--- config.mk ---
export PLATFORM = sky130hd
export DESIGN_NAME = spi_slave_mode
export DESIGN_NICKNAME = d
export VERILOG_FILES = /design/src/rtl/spi_slave_mode.sv
export SDC_FILE = /design/constraint.sdc
export NUM_CORES = 1
export LEC_CHECK = 0
export ABC_AREA = 1
export CAP_MARGIN = 15
export CORE_ASPECT_RATIO = 2
export CORE_UTILIZATION = 45
export CTS_CLUSTER_DIAMETER = 40
export CTS_CLUSTER_SIZE = 16
export DETAILED_ROUTE_END_ITERATION = 6
export GPL_ROUTABILITY_DRIVEN = 0
export GPL_TIMING_DRIVEN = 0
export MAX_ROUTING_LAYER = met4
export PLACE_DENSITY = 0.7
export SLEW_MARGIN = 20
export SYNTH_ARGS = -nofsm -noshare
export SYNTH_HDL_FRONTEND = slang
export SYNTH_SLANG_ARGS = --single-unit
export TNS_END_PERCENT = 5
--- constraint.sdc ---
create_clock -name clk -period 1.6 [get_ports clk]
set_input_delay 0.16 -clock clk [delete_from_list [all_inputs] [get_ports clk]]
set_output_delay 0.16 -clock clk [all_outputs]
set_load 0.01 [all_outputs]
--- src/rtl/spi_slave_mode.sv ---
// SPI slave supporting all four CPOL/CPHA modes with multi-word frames,
// a one-word TX holding buffer and underrun/framing error pulses.
module spi_slave_mode #(
    parameter int unsigned           DATA_WIDTH    = 16,
    parameter int unsigned           BIT_CNT_WIDTH = 4,
    parameter bit                    MSB_FIRST     = 1'b1,
    parameter logic [DATA_WIDTH-1:0] TX_IDLE       = '1
) (
    input  logic                  clk,
    input  logic                  rst_n,
    input  logic                  ss,
    input  logic                  sck,
    input  logic                  mosi,
    output logic                  miso,
    output logic                  miso_oe,
    input  logic                  cpol,
    input  logic                  cpha,
    input  logic [DATA_WIDTH-1:0] tx_data,
    input  logic                  tx_valid,
    output logic                  tx_ready,
    output logic [DATA_WIDTH-1:0] rx_data,
    output logic                  rx_valid,
    output logic                  busy,
    output logic                  underrun,
    output logic                  frame_err
);

    typedef enum logic {S_IDLE, S_ACTIVE} state_t;

    localparam logic [BIT_CNT_WIDTH-1:0] LAST_BIT = BIT_CNT_WIDTH'(DATA_WIDTH - 1);

    state_t                   state_q;
    logic                     ss_meta_q, ss_sync_q, ss_prev_q;
    logic                     sck_meta_q, sck_sync_q, sck_prev_q;
    logic                     mosi_meta_q, mosi_sync_q;
    logic [1:0]               mode_q;
    logic [BIT_CNT_WIDTH-1:0] bit_cnt_q;
    logic [DATA_WIDTH-1:0]    rx_sr_q, tx_sr_q, hold_q;
    logic                     miso_q, miso_oe_q, tx_ready_q, rx_valid_q;
    logic [DATA_WIDTH-1:0]    rx_data_q;
    logic                     busy_q, underrun_q, frame_err_q;

    logic                  ss_fall, ss_rise, sck_rise, sck_fall;
    logic                  lead_edge, trail_edge, sample_edge, shift_edge;
    logic                  start, word_done, load, hold_full, bypass;
    logic [DATA_WIDTH-1:0] load_word_d, rx_word_d;

    function automatic logic first_bit(input logic [DATA_WIDTH-1:0] w);
        return MSB_FIRST ? w[DATA_WIDTH-1] : w[0];
    endfunction

    function automatic logic [DATA_WIDTH-1:0] shift_out(input logic [DATA_WIDTH-1:0] w);
        return MSB_FIRST ? {w[DATA_WIDTH-2:0], 1'b1} : {1'b1, w[DATA_WIDTH-1:1]};
    endfunction

    assign ss_fall     = ss_prev_q & ~ss_sync_q;
    assign ss_rise     = ~ss_prev_q & ss_sync_q;
    assign sck_rise    = ~sck_prev_q & sck_sync_q;
    assign sck_fall    = sck_prev_q & ~sck_sync_q;
    assign lead_edge   = mode_q[1] ? sck_fall : sck_rise;
    assign trail_edge  = mode_q[1] ? sck_rise : sck_fall;
    assign sample_edge = mode_q[0] ? trail_edge : lead_edge;
    assign shift_edge  = mode_q[0] ? lead_edge : trail_edge;

    assign start     = (state_q == S_IDLE) && ss_fall;
    assign word_done = (state_q == S_ACTIVE) && !ss_rise && sample_edge && (bit_cnt_q == LAST_BIT);
    assign load      = start || word_done;
    assign hold_full = ~tx_ready_q;
    assign bypass    = load && !hold_full && tx_valid;

    always_comb begin
        load_word_d = TX_IDLE;
        if (hold_full)
            load_word_d = hold_q;
        else if (tx_valid)
            load_word_d = tx_data;
        rx_word_d = MSB_FIRST ? {rx_sr_q[DATA_WIDTH-2:0], mosi_sync_q}
                              : {mosi_sync_q, rx_sr_q[DATA_WIDTH-1:1]};
    end

    always_ff @(posedge clk) begin
        if (!rst_n) begin
            state_q     <= S_IDLE;
            // ss chain clears low so a frame only starts after ss is seen high
            ss_meta_q   <= 1'b0;
            ss_sync_q   <= 1'b0;
            ss_prev_q   <= 1'b0;
            sck_meta_q  <= 1'b0;
            sck_sync_q  <= 1'b0;
            sck_prev_q  <= 1'b0;
            mosi_meta_q <= 1'b0;
            mosi_sync_q <= 1'b0;
            mode_q      <= '0;
            bit_cnt_q   <= '0;
            rx_sr_q     <= '0;
            tx_sr_q     <= TX_IDLE;
            hold_q      <= '0;
            miso_q      <= 1'b1;
            miso_oe_q   <= 1'b0;
            tx_ready_q  <= 1'b1;
            rx_data_q   <= '0;
            rx_valid_q  <= 1'b0;
            busy_q      <= 1'b0;
            underrun_q  <= 1'b0;
            frame_err_q <= 1'b0;
        end else begin
            ss_meta_q   <= ss;
            ss_sync_q   <= ss_meta_q;
            ss_prev_q   <= ss_sync_q;
            sck_meta_q  <= sck;
            sck_sync_q  <= sck_meta_q;
            sck_prev_q  <= sck_sync_q;
            mosi_meta_q <= mosi;
            mosi_sync_q <= mosi_meta_q;
            rx_valid_q  <= 1'b0;
            underrun_q  <= 1'b0;
            frame_err_q <= 1'b0;

            if (ss_sync_q)
                mode_q <= {cpol, cpha};

            if (tx_valid && tx_ready_q && !bypass) begin
                hold_q     <= tx_data;
                tx_ready_q <= 1'b0;
            end

            if (load) begin
                if (hold_full)
                    tx_ready_q <= 1'b1;
                underrun_q <= !hold_full && !tx_valid;
            end

            case (state_q)
                S_IDLE: begin
                    if (ss_fall) begin
                        state_q   <= S_ACTIVE;
                        busy_q    <= 1'b1;
                        miso_oe_q <= 1'b1;
                        bit_cnt_q <= '0;
                        // CPHA=0 drives the first bit before any clock edge
                        if (!mode_q[0]) begin
                            miso_q  <= first_bit(load_word_d);
                            tx_sr_q <= shift_out(load_word_d);
                        end else begin
                            tx_sr_q <= load_word_d;
                        end
                    end
                end
                S_ACTIVE: begin
                    if (ss_rise) begin
                        state_q     <= S_IDLE;
                        busy_q      <= 1'b0;
                        miso_oe_q   <= 1'b0;
                        miso_q      <= 1'b1;
                        frame_err_q <= (bit_cnt_q != '0);
                    end else if (sample_edge) begin
                        rx_sr_q <= rx_word_d;
                        if (bit_cnt_q == LAST_BIT) begin
                            rx_data_q  <= rx_word_d;
                            rx_valid_q <= 1'b1;
                            bit_cnt_q  <= '0;
                            tx_sr_q    <= load_word_d;
                        end else begin
                            bit_cnt_q <= bit_cnt_q + BIT_CNT_WIDTH'(1);
                        end
                    end else if (shift_edge) begin
                        miso_q  <= first_bit(tx_sr_q);
                        tx_sr_q <= shift_out(tx_sr_q);
                    end
                end
                default: state_q <= S_IDLE;
            endcase
        end
    end

    assign miso      = miso_q;
    assign miso_oe   = miso_oe_q;
    assign tx_ready  = tx_ready_q;
    assign rx_data   = rx_data_q;
    assign rx_valid  = rx_valid_q;
    assign busy      = busy_q;
    assign underrun  = underrun_q;
    assign frame_err = frame_err_q;

endmodule

==> metrics.cfg, run 1 <==
[flow_run]
drv_cap=0

[power_and_ir_drop]
p_seq_share_pct=43.5
p_sw_share_pct=28.9
peakVddDrop_mv=0.600
power_frac_clock_pct=38.4
pwr_density_cell_mw_per_mm2=944
p_int_mw=3.69
p_comb_share_pct=18.2
p_leak_nw=2.55
power.net_switching_mw=1.50

[sta]
hold_viol_final=0
hold_ws_ps=236
period_needed_ps=1590
finClkSkew_ps=6.66
setup_violations=0
tns_ps=0
fmax_ghz=0.631
drv_slew=0
tightestPinTransition_ps=568
rsz0062_at_grt=yes
min_period_over_period_pct=99.1
slew_headroom_pct=62.1

[clock_network]
cts_made_buffers=9
tritoncts=done
cts_root_buf=clkbuf_16
cts_hold_buf=0
clk_pin_slew_worst_paths_ps=70
htree_levels=3
cts.sinks=84
clk_latency_ps=340
cts_buffer_depth=2

[worst_hold_path]
holdPathEnd=ss_prev_q
min_path_type=in2reg
whs_path_depth=3
min_from=rst_n

[setup_path]
r2r-start=sck_sync_q
critical_path_required_ps=1840
crit_path_start_kind=flip-flop
cp-end-kind=flip-flop
r2r-end=hold_q[8]
r2r_cells=10
crit_fanout=7
arrival_ps=1830
reg2reg_slack_ps=10
crit_type=reg2reg

[grt]
gr-total-overflow=0
grt_use_total_pct=25.9
grt_max_degree=16
antenna_found_initial=0
grt_pass1_vias=4080
grt_first_pass_wirelength_um=18800

[die]
core.rowCount=49
die_h_um=137
die_w_um=69.6
io_pins=47
start_util_pct=45.9
dieArea_sq_mm=0.00955
core_sq_mm=0.00895

[detailed_routing]
via_per_inst=5.38
vias=4205
drt_iter0_drc=226
antenna_left=0
wire_per_inst_um=14.8
wl_um=11600
drcViolationCount=0
dr.pass1.iters=7

[cells_and_area]
area_growth_pct=33.6
fin_cells=781
final_nets=700
final_layout_size_suffix_gt1_share_pct=16.9
post-route-cell-area_sq_mm=0.00549
fill_cells=777
antenna_cells=0
final_util_pct=61.4

[logic_synthesis]
ys.warnings.count=0
synth-main-ff-cell=dfxtp_1
synthCells=599
synth-seq-cells=84
synth.top_cell.area_share_pct=40.9
syn_area_sq_mm=0.00411
synth_area_leaders=dfxtp_1 41%, nand2_1 13%, nand3_1 11%, inv_1 7.3%, nor2_1 5.7%
async_flop_share_pct=0
synth_nets=625
syn_area_per_cell_sq_um=6.87
synth_edf_count=0
synth_commonest_cells=143 x nand2_1, 94 x nand3_1, 84 x dfxtp_1, 80 x inv_1, 63 x nor2_1
yosysMostFrequentCell=nand2_1
yosys.area.top_type=dfxtp_1
synth_cell_types=30
yosysSeqAreaShare_pct=40.9

[placed_design]
placed_cells=746
port_buffers=45
dpl_cell_area_sq_mm=0.00469
hpwlAfterDp_um=8040

[outcome]
outcome=complete, no violations

area by class of cell:
cell class | count | area [sq um] | area share [%]
clock inverters | 6 | 48.8 | 0.888
multi-input cells | 398 | 2200 | 40.1
inverters | 83 | 317 | 5.76
plain buffers | 34 | 239 | 4.35
flip-flops and latches | 84 | 1700 | 30.9
well taps | 102 | 128 | 2.32
clock buffers | 10 | 239 | 4.35
repair buffers | 64 | 622 | 11.3
critical path, cell delays in order (launching register included):
cell and delay (ps):
dfxtp_4 370, inv_2 90, nand3_2 120, nand3_4 160, buf_6 130, nand4_4 150
nand3_4 180, clkbuf_16 160, nand2_1 50, inv_1 40, nor2_1 30
cell families (layout without fill, tap and decap cells):
| logic type | after synthesis | after routing | share of synthesized area [%] |
|---|---|---|---|
| fa+ha+maj | 2 | 2 | 0.608 |
| buf+inv | 117 | 197 | 11.8 |
| xor+xnor | 2 | 2 | 0.426 |
| mux | 13 | 13 | 3.16 |
| compound gates | 67 | 67 | 8.82 |
| flops | 84 | 84 | 40.9 |
| simple gates | 314 | 314 | 34.3 |
per-stage QoR:
step                total power, mW  setup WS, ps
global placement               3.02          -335
floorplan                      2.79          27.6
global route                   5.40         -49.8
detailed placement             3.03          -371
finish                         5.18          15.0
CTS                            5.11          7.46
what timing repair did:
action | 4_1_cts | 5_1_grt
cloned | 0 | 1
resized for setup | 55 | 43
pin swaps | 6 | 13
buffers inserted | 10 | 8
setup endpoints to repair | 68 | 69
how the worst max path moves through the flow:
stage / slack (ps) / from / cells past startpoint / to
finish: 10 / sck_sync_q / 10 / hold_q[8]
global route: -50 / sck_sync_q / 10 / hold_q[11]
CTS: 7 / tx_ready / 9 / tx_sr_q[8]
detailed placement: -370 / bit_cnt_q[0] / 9 / hold_q[7]
global placement: -340 / bit_cnt_q[0] / 9 / hold_q[10]
floorplan: 30 / bit_cnt_q[0] / 9 / hold_q[10]
power groups by stage:
stage / combinational [mW] / sequential (mW) / clock [mW]
after floorplan: 0.524 / 2.27 / 0
after global placement: 0.743 / 2.28 / 0
after detailed placement: 0.754 / 2.28 / 0
after CTS: 0.853 / 2.25 / 2.02
after global routing: 1.04 / 2.26 / 2.10
final: 0.943 / 2.25 / 1.99
registers in the layout (all words and copies together), names as in the netlist, 2 cells and up:
signal     cells
rx_sr_q       15
mode_q         2
rx_data       16
tx_sr_q       16
bit_cnt_q      4
hold_q        16
layer usage:
metal  up-vias  GRT usage, %  routed length, um
met5         -             -                  0
met4         0          20.1                841
met3        57          6.07                526
met2       147          46.6               6180
met1      1941          23.2               4040
li1       2060             -                  -
layout by cell type (no fill, tap or decap), types with 3 or more instances in the layout:
cell,instances
a21oi_1,20
buf_2,5
buf_4,20
buf_6,11
clkbuf_1,9
clkbuf_16,10
clkbuf_2,3
clkdlybuf4s50_1,45
clkinvlp_4,3
dfxtp_1,75
dfxtp_2,7
inv_1,76
inv_2,4
mux2i_1,13
nand2_1,140
nand2_2,3
nand2_4,3
nand3_1,87
nand3_2,5
nand3_4,5
nor2_1,61
nor2_4,3
o21ai_0,26
o22ai_2,9
o22ai_4,7
No activity file was read; power rests on OpenSTA's default activity.
==> run 2: changes to the inputs <==
Settings changed: ABC_AREA 1 to 0, SKIP_CTS_REPAIR_TIMING from default to 1.
==> run 2 against run 1 <==
The flow now finishes with violations (negative setup slack). First-iteration DRC count fell by 31%. Fmax fell by 20%. Largest cell class unchanged. Critical path depth fell by 1. Via count fell by 20%. Global-route usage fell by 3.2 points. Sequential power fell by 3%.
==> metrics.cfg, run 2 <==
[power_and_ir_drop]
peakVddDrop_mv=0.716
p_leak_nw=2.06
pwr_density_cell_mw_per_mm2=946
p_total_mw=4.86

[die]
core_sq_mm=0.00835
die_w_um=68.0
start_util_pct=47.0
core.rowCount=47
dieArea_sq_mm=0.00912
io_pins=47
die_h_um=134

[grt]
grt_use_total_pct=22.8
grt_first_pass_wirelength_um=15000
grt_max_degree=14
gr-total-overflow=0
antenna_found_initial=0
grt_pass1_vias=3320

[detailed_routing]
drcViolationCount=0
wl_um=9630
drt_iter0_drc=156
vias=3371
antenna_left=0
via_per_inst=5.36
dr.pass1.iters=4
wire_per_inst_um=15.3

[setup_path]
crit_fanout=8
crit_slowest_cell=nor3_4
cp-end-kind=flip-flop
cp_common_cell=buf_4
crit_type=reg2reg
crit_family=buffers and inverters
path_cells=buf_6 -> xor2_4 -> mux2i_4 -> buf_12 -> and3_4 -> nor3_4 -> buf_4 -> buf_4 -> mux2i_1
critPathMaxStageDelay_ps=320
crit_path_start_kind=flip-flop
critical_path_required_ps=1880
path_buf_inv=4
arrival_ps=2260

[clock_network]
htree_levels=3
cts_root_buf=clkbuf_16
clk_pin_slew_worst_paths_ps=60
cts_buffer_depth=2
cts_made_buffers=9
cts.sinks=84
tritoncts=done
clk_latency_ps=340

[cells_and_area]
final_cell_mix=101 x nand2_1, 84 x dfxtp_1, 45 x clkdlybuf4s50_1
final_common_cell=nand2_1
antenna_cells=0
area_growth_pct=31.0
post-route-cell-area_sq_mm=0.00514
final_nets=552
final_layout_size_suffix_gt1_share_pct=16.9

[logic_synthesis]
synth-main-ff-cell=dfxtp_1
yosysMostFrequentCell=nand2_1
ys.warnings.count=0
synth_nets=483
synth.top_cell.area_share_pct=42.9
synth_cell_types=39
syn_area_per_cell_sq_um=8.59
syn_area_sq_mm=0.00392
synth_commonest_cells=101 x nand2_1, 84 x dfxtp_1, 34 x mux2i_1, 33 x a21boi_0
synth-seq-cells=84
async_flop_share_pct=0
yosysSeqAreaShare_pct=42.9
synthCells=457
synth_area_leaders=dfxtp_1 43%, nand2_1 9.7%, mux2i_1 8.7%, a21boi_0 6.3%, a21bo_2 3.6%
yosys.area.top_type=dfxtp_1
synth_edf_count=0

[sta]
tightestPinTransition_ps=548
rsz0062_at_grt=yes
layout_setup_ws_ps=-384
period_needed_ps=1980
tns_ps=-14070
finClkSkew_ps=4.85
fmax_ghz=0.504
min_period_over_period_pct=124
slew_headroom_pct=63.4
hold_viol_final=0
setup_violations=69
drv_slew=0
hold_ws_ps=393

[worst_hold_path]
min_path_type=in2reg

[flow_run]
drv_cap=0

[outcome]
failed_checks=negative setup slack
outcome=finished with violations

[placed_design]
port_buffers=45
hpwlAfterDp_um=6980
dpl_cell_area_sq_mm=0.00450

==> run 2: cell types whose count changed in the layout (fill, tap and decap cells not counted), moves of 19 or more <==
cell	previous run	this run
o21ai_0	26	7
a21oi_1	20	1
nand2_1	140	101
mux2i_1	13	34
nor2_1	61	22
nor2b_1	0	20
inv_1	76	20
a21boi_1	0	22
nand3_1	87	5
==> run 2: stage by stage <==
step	cells	setup WS, ps	util (%)
6_report	629	-384	61.6
5_1_grt	629	-468	61.6
4_1_cts	616	-598	57.5
3_5_place_dp	600	-588	53.9
3_3_place_gp	600	-550	53.9
2_1_floorplan	457	-315	-
==> run 2: logic make-up after synthesis <==
logic type | share of synthesized area, %
adder cells (fa/ha/maj) | 0.638
AND/OR/NAND/NOR | 20.9
XOR/XNOR | 1.15
AO/OA/AOI/OAI | 19.1
multiplexers | 9.31
flip-flops | 42.9
buffers and inverters | 5.99
==> run 2: area by class of cell <==
type | count | area, sq um
fillers | 717 | 3210
multi-input cells | 319 | 2150
flip-flops and latches | 84 | 1680
repair buffers | 59 | 597
clock buffers | 12 | 256
plain buffers | 33 | 210
well taps | 98 | 123
inverters | 20 | 75.1
clock inverters | 4 | 47.5
==> run 2: worst paths after layout <==
kind / start / to / slack [ps] / cells past startpoint
worst max-delay path: mode_q[1] / hold_q[0] / -380 / 9
worst min-delay path: tx_data[9] / hold_q[9] / 390 / 3
worst max register to register: mode_q[1] / hold_q[0] / -380 / 9
worst min register to register: mosi_meta_q / mosi_sync_q / 440 / 1
==> run 2: where the power goes <==
part / switching [mW] / internal [mW] / total [mW] / leakage [nW]
clock network: 0.823 / 1.29 / 2.11 / 0.149
logic: 0.285 / 0.287 / 0.573 / 1.23
registers: 0.0340 / 2.15 / 2.18 / 0.682
==> run 2: metal layers <==
metal	vias to the layer above	GRT usage (%)	share of wire, %
met5	-	-	0
met4	0	11.1	2.7
met3	15	4.00	2.5
met2	73	42.5	60
met1	1599	20.6	35
li1	1684	-	-
==> run 2: worst min-delay path, cell delays in order <==
cell and delay, ps:
clkdlybuf4s50_1 410, nand2_1 60, mux2i_1 50
